<file path="config.mk">
export PLATFORM = sky130hd
export DESIGN_NAME = q_update_pipe
export DESIGN_NICKNAME = d
export VERILOG_FILES = /design/src/rtl/q_update_pipe.sv
export SDC_FILE = /design/constraint.sdc
export NUM_CORES = 1
export LEC_CHECK = 0
export ABC_AREA = 1
export CORE_MARGIN = 4
export CORE_UTILIZATION = 30
export DETAILED_ROUTE_END_ITERATION = 7
export DONT_BUFFER_PORTS = 1
export HOLD_SLACK_MARGIN = 0.05
export SLEW_MARGIN = 20
export SYNTH_ARGS = -nofsm -noshare
export SYNTH_HDL_FRONTEND = slang
export SYNTH_SLANG_ARGS = --single-unit
</file>
<file path="constraint.sdc">
create_clock -name clk -period 10.85 [get_ports clk]
set_input_delay 3.255 -clock clk [delete_from_list [all_inputs] [get_ports clk]]
set_output_delay 3.255 -clock clk [all_outputs]
set_load 0.05 [all_outputs]
</file>
<file path="src/rtl/q_update_pipe.sv">
// q_update_pipe
// Three-stage fixed-point Q-learning update:
//   q_new = q + ALPHA * (r + GAMMA * maxq - q)
// Data words are two's complement Q(DATA_LENGTH-K_QFACTOR).K_QFACTOR.
// Every add, subtract and multiply saturates. out_sat reports that at
// least one clamp altered a value belonging to this result.
//
// Ports
//   clk           : sole clock, rising edge
//   rst_n         : synchronous active-low reset
//   in_valid      : input sample valid
//   in_ready      : block accepts an input this cycle
//   in_reward     : reward r
//   in_q_cur      : current Q(s,a)
//   in_q_next_max : max over a' of Q(s',a')
//   in_addr       : Q-table address tag, carried alongside the sample
//   out_valid     : result valid
//   out_ready     : downstream accepts the result
//   out_q_new     : updated Q value
//   out_addr      : tag accompanying out_q_new
//   out_sat       : a saturation occurred for this result
//
// Flow control: one global advance enable for the whole pipe. Bubbles
// move with the data and are not squeezed out while stalled.
module q_update_pipe #(
  parameter int DATA_LENGTH = 32,
  parameter int K_QFACTOR   = 16,
  parameter int ADDR_WIDTH  = 8,
  parameter logic [DATA_LENGTH-1:0] ALPHA = 32'h0000_8000,
  parameter logic [DATA_LENGTH-1:0] GAMMA = 32'h0000_E666
) (
  input  logic                   clk,
  input  logic                   rst_n,
  input  logic                   in_valid,
  output logic                   in_ready,
  input  logic [DATA_LENGTH-1:0] in_reward,
  input  logic [DATA_LENGTH-1:0] in_q_cur,
  input  logic [DATA_LENGTH-1:0] in_q_next_max,
  input  logic [ADDR_WIDTH-1:0]  in_addr,
  output logic                   out_valid,
  input  logic                   out_ready,
  output logic [DATA_LENGTH-1:0] out_q_new,
  output logic [ADDR_WIDTH-1:0]  out_addr,
  output logic                   out_sat
);

  localparam int W  = DATA_LENGTH;
  localparam int PW = 2 * DATA_LENGTH;

  // Sign-extend a data word to double width so sums, differences and
  // shifted products can be range-checked before clamping.
  function automatic logic signed [PW-1:0] sext(input logic [W-1:0] a);
    sext = {{W{a[W-1]}}, a};
  endfunction

  // Clamp a double-width value into the data range.
  // Returns {clamped_flag, value}.
  function automatic logic [W:0] satWide(input logic signed [PW-1:0] x);
    logic signed [PW-1:0] hi;
    logic signed [PW-1:0] lo;
    hi = {{(W+1){1'b0}}, {(W-1){1'b1}}};
    lo = {{(W+1){1'b1}}, {(W-1){1'b0}}};
    if (x > hi) begin
      satWide = {1'b1, hi[W-1:0]};
    end else if (x < lo) begin
      satWide = {1'b1, lo[W-1:0]};
    end else begin
      satWide = {1'b0, x[W-1:0]};
    end
  endfunction

  // Fixed-point multiply: full-width product, arithmetic shift (rounds
  // toward minus infinity), then clamp. Returns {clamped_flag, value}.
  function automatic logic [W:0] fxMul(input logic [W-1:0] a, input logic [W-1:0] b);
    logic signed [PW-1:0] p;
    p = sext(a) * sext(b);
    fxMul = satWide(p >>> K_QFACTOR);
  endfunction

  logic                  w_en;
  logic [W:0]            w_gm;
  logic [W:0]            w_t1;
  logic [W:0]            w_d;
  logic [W:0]            w_am;
  logic [W:0]            w_qn;

  logic                  r_s1Valid;
  logic [W-1:0]          r_s1T1;
  logic [W-1:0]          r_s1Q;
  logic [ADDR_WIDTH-1:0] r_s1Addr;
  logic                  r_s1Sat;

  logic                  r_s2Valid;
  logic [W-1:0]          r_s2D;
  logic [W-1:0]          r_s2Q;
  logic [ADDR_WIDTH-1:0] r_s2Addr;
  logic                  r_s2Sat;

  logic                  r_outValid;
  logic [W-1:0]          r_outQ;
  logic [ADDR_WIDTH-1:0] r_outAddr;
  logic                  r_outSat;

  // The pipe only moves when the output slot is empty or being drained,
  // so accepting an input and consuming a result can share a cycle.
  assign w_en     = !r_outValid || out_ready;
  assign in_ready = w_en;

  assign w_gm = fxMul(GAMMA, in_q_next_max);
  assign w_t1 = satWide(sext(in_reward) + sext(w_gm[W-1:0]));
  assign w_d  = satWide(sext(r_s1T1) - sext(r_s1Q));
  assign w_am = fxMul(ALPHA, r_s2D);
  assign w_qn = satWide(sext(r_s2Q) + sext(w_am[W-1:0]));

  // Stage registers. Data is loaded whenever the pipe advances, even for
  // bubbles; only the valid bits say whether a slot holds a real sample.
  always_ff @(posedge clk) begin
    if (!rst_n) begin
      r_s1Valid  <= 1'b0;
      r_s1T1     <= '0;
      r_s1Q      <= '0;
      r_s1Addr   <= '0;
      r_s1Sat    <= 1'b0;
      r_s2Valid  <= 1'b0;
      r_s2D      <= '0;
      r_s2Q      <= '0;
      r_s2Addr   <= '0;
      r_s2Sat    <= 1'b0;
      r_outValid <= 1'b0;
      r_outQ     <= '0;
      r_outAddr  <= '0;
      r_outSat   <= 1'b0;
    end else if (w_en) begin
      r_s1Valid  <= in_valid;
      r_s1T1     <= w_t1[W-1:0];
      r_s1Q      <= in_q_cur;
      r_s1Addr   <= in_addr;
      r_s1Sat    <= w_gm[W] | w_t1[W];
      r_s2Valid  <= r_s1Valid;
      r_s2D      <= w_d[W-1:0];
      r_s2Q      <= r_s1Q;
      r_s2Addr   <= r_s1Addr;
      r_s2Sat    <= r_s1Sat | w_d[W];
      r_outValid <= r_s2Valid;
      r_outQ     <= w_qn[W-1:0];
      r_outAddr  <= r_s2Addr;
      r_outSat   <= r_s2Sat | w_am[W] | w_qn[W];
    end
  end

  assign out_valid = r_outValid;
  assign out_q_new = r_outQ;
  assign out_addr  = r_outAddr;
  assign out_sat   = r_outSat;

endmodule

</file>
==> qor.yml <==
synth_nets: 3948
hold_viol_final: 0
drc: 0
synth_seq_area_share_pct: 16.1
worst_pin_slew_ns: 0.902
drv_cap: 0
hp-class: "reg -> reg"
relSlewSlack_pct: 39.7
r2r_cells: 8
start_util_pct: 30.4
syn_area_per_cell_sq_um: 7.02
gr-total-overflow: 0
worst-setup-path-type: "in -> reg"
r2r-end: "r_s2D[19]$_SDFFE_PN0P_"
synthArstFlopShare_pct: 0
worstHoldStart: "r_s2Valid$_SDFFE_PN0P_"
ys_top_cells_by_area: "fa_1 18%, dfxtp_1 16%, ha_1 14%"
worst_slack_ns: 0.561
wl_per_cell_microns: 15.5
drtPass1Iterations: 5
viasPerCell: 4.67
io_buffer_count: 0
ctsRootBufferMaster: "clkbuf_16"
ys_dominant_reg_cell: "dfxtp_1"
die-area_sq_mm: 0.0831
fin_util_pct: 32.6
setup.worst_path.end_class: "flop"
ys_types: 47
clockBufferDepth: 2
core_area_sq_mm: 0.0776
arrival_ns: 10.62
min_path_cells: 2
finalNetCount: 3911
routed_wl_microns: 68000
setup_viol: 0
rrSetupSlack_ns: 7.23
grt_max_degree: 190
rsz0062_at_grt: "no"
path_common_cell: "nand2_1"
status: "finished clean"
die_w_microns: 288
antenna_found_initial: 20
cp_slowest_cell: "fa_1"
synth-edff-count: 0
max_stage_delay_ns: 0.57
holdPathEnd: "r_s2Valid$_SDFFE_PN0P_"
cts.sinks: 189
rr_startpoint: "out_valid$_SDFFE_PN0P_"
drive_gt1_share_pct: 3.60
gp_congestion: 0.943
num_vias: 20500
grt_pass1_vias: 20700
finClkSkew_ns: 0.0120
cts_tree: "yes"
rows: 102
fmax_ghz: 0.0972
ant_nets: 0
dpl.hpwl_microns: 57800
drt_iter0_drc: 1149
track_usage_pct: 16.4
period_needed_ns: 10.29
critical_path_required_ns: 11.19
netlist_area_sq_mm: 0.0236
fin_crit_sh_pct: 94.8
yosysMostFrequentCell: "nand2_1"
crit_path_start_kind: "primary input"
syn_inst: 3358
grt_pass1_wl_microns: 109000
cts_buffers: 17
pre_cts_ws_ns: -0.142
synth.top_cell.area_share_pct: 17.8
final_cells: 4386
ios: 151
final_max_slew_viol_count: 0
synth.largest_area_cell: "fa_1"
synth_common_cells: "685 x nand2_1, 640 x inv_1, 332 x nor2_1"
ctsHtreeMaxLevel: 4
synthToLayoutAreaGrowth_pct: 7.48
path_clk_slew_ns: 0.08
path_max_fanout: 16
synth-seq-cells: 189
die_h_microns: 288
dp_cells: 4340
yosys_warnings: 0
clk_latency_ns: 0.44
metal layers:
layer	GRT usage [%]	up-vias	part of all wire, %
met5	0	-	0.17
met4	3.52	20	1.9
met3	3.26	87	5.2
met2	27.9	351	47
met1	21.5	9489	46
li1	-	10500	-
placed cells by master (no fill, tap or decap), types with 4 or more instances in the layout:
cell type and instances:
inv_2 10, nor3_1 17, xnor2_1 41, inv_1 639, nand3_1 97, inv_8 4
clkbuf_16 17, nor2_4 4, nor2_1 329, and2_1 4, o21ai_0 252, nand3_2 7
and3_1 6, nand4_1 17, fa_1 209, ha_1 273, a21oi_1 293, nand2_2 9
or2_2 6, a31oi_1 6, o21ai_1 7, buf_4 17, o21a_1 11, diode_2 12
o21ai_2 10, o21bai_1 35, a21o_1 15, nor2_2 8, dfxtp_1 189, nand3b_1 24
nand2_1 685, xor2_1 52
worst max path at each step:
stage                      startpoint                      end  slack [ns]
floorplan           in_q_next_max[15]  r_s1T1[13]$_SDFFE_PN0P_        1.05
global placement    in_q_next_max[15]     r_s1Sat$_SDFFE_PN0P_       -0.17
detailed placement  in_q_next_max[14]     r_s1Sat$_SDFFE_PN0P_       -0.14
CTS                 in_q_next_max[14]     r_s1Sat$_SDFFE_PN0P_        0.33
global route        in_q_next_max[15]     r_s1Sat$_SDFFE_PN0P_        0.01
finish              in_q_next_max[17]     r_s1Sat$_SDFFE_PN0P_        0.56
cells by family after synthesis:
group           after synthesis  share of synthesized area, %
compound gates              641                          14.6
xor+xnor                     93                          3.46
fa+ha+maj                   482                          32.3
buf+inv                     728                          12.1
flops                       189                          16.1
simple gates               1225                          21.5
per-stage QoR:
| stage | area (sq um) | setup TNS, ns | hold WS, ns |
|---|---|---|---|
| final | 25300 | 0 | 0.451 |
| after global routing | 25300 | 0 | 0.489 |
| after CTS | 25300 | 0 | 0.452 |
| after detailed placement | 24700 | -1.37 | 0.439 |
| after global placement | 24700 | -1.22 | 0.436 |
| after floorplan | 23600 | 0 | 0.424 |
critical path: cells and delay by family:
| kind | cells | cell delay [ns] |
|---|---|---|
| adder cells (fa/ha/maj) | 8 | 3.77 |
| buffers and inverters | 8 | 0.59 |
| AND/OR/NAND/NOR | 26 | 2.97 |
sequential cells by signal (all words and copies together) (netlist names):
register	flops
r_s1Addr	8
r_s2Addr	8
out_valid	1
r_s2D	31
out_q_new	32
r_s1Sat	1
out_addr	8
r_s1Valid	1
r_s1Q	32
r_s2Sat	1
r_s2Valid	1
r_s1T1	32
out_sat	1
r_s2Q	32
final cells by class:
class | count | area, sq um
fillers | 8569 | 52300
well taps | 1040 | 1300
flip-flops and latches | 189 | 3780
multi-input cells | 2442 | 17000
clock inverters | 13 | 149
clock buffers | 19 | 443
diodes | 12 | 30.0
inverters | 651 | 2450
repair buffers | 20 | 188
timing repair:
| action | in CTS | in global routing |
|---|---|---|
| endpoints found under the setup margin | 0 | 32 |
| setup buffers | 0 | 1 |
| hold buffers | 0 | 0 |
| resized for setup | 0 | 4 |
Power is not shown: default switching activity piles up to over one toggle a cycle in this logic, so the estimate is an artifact.
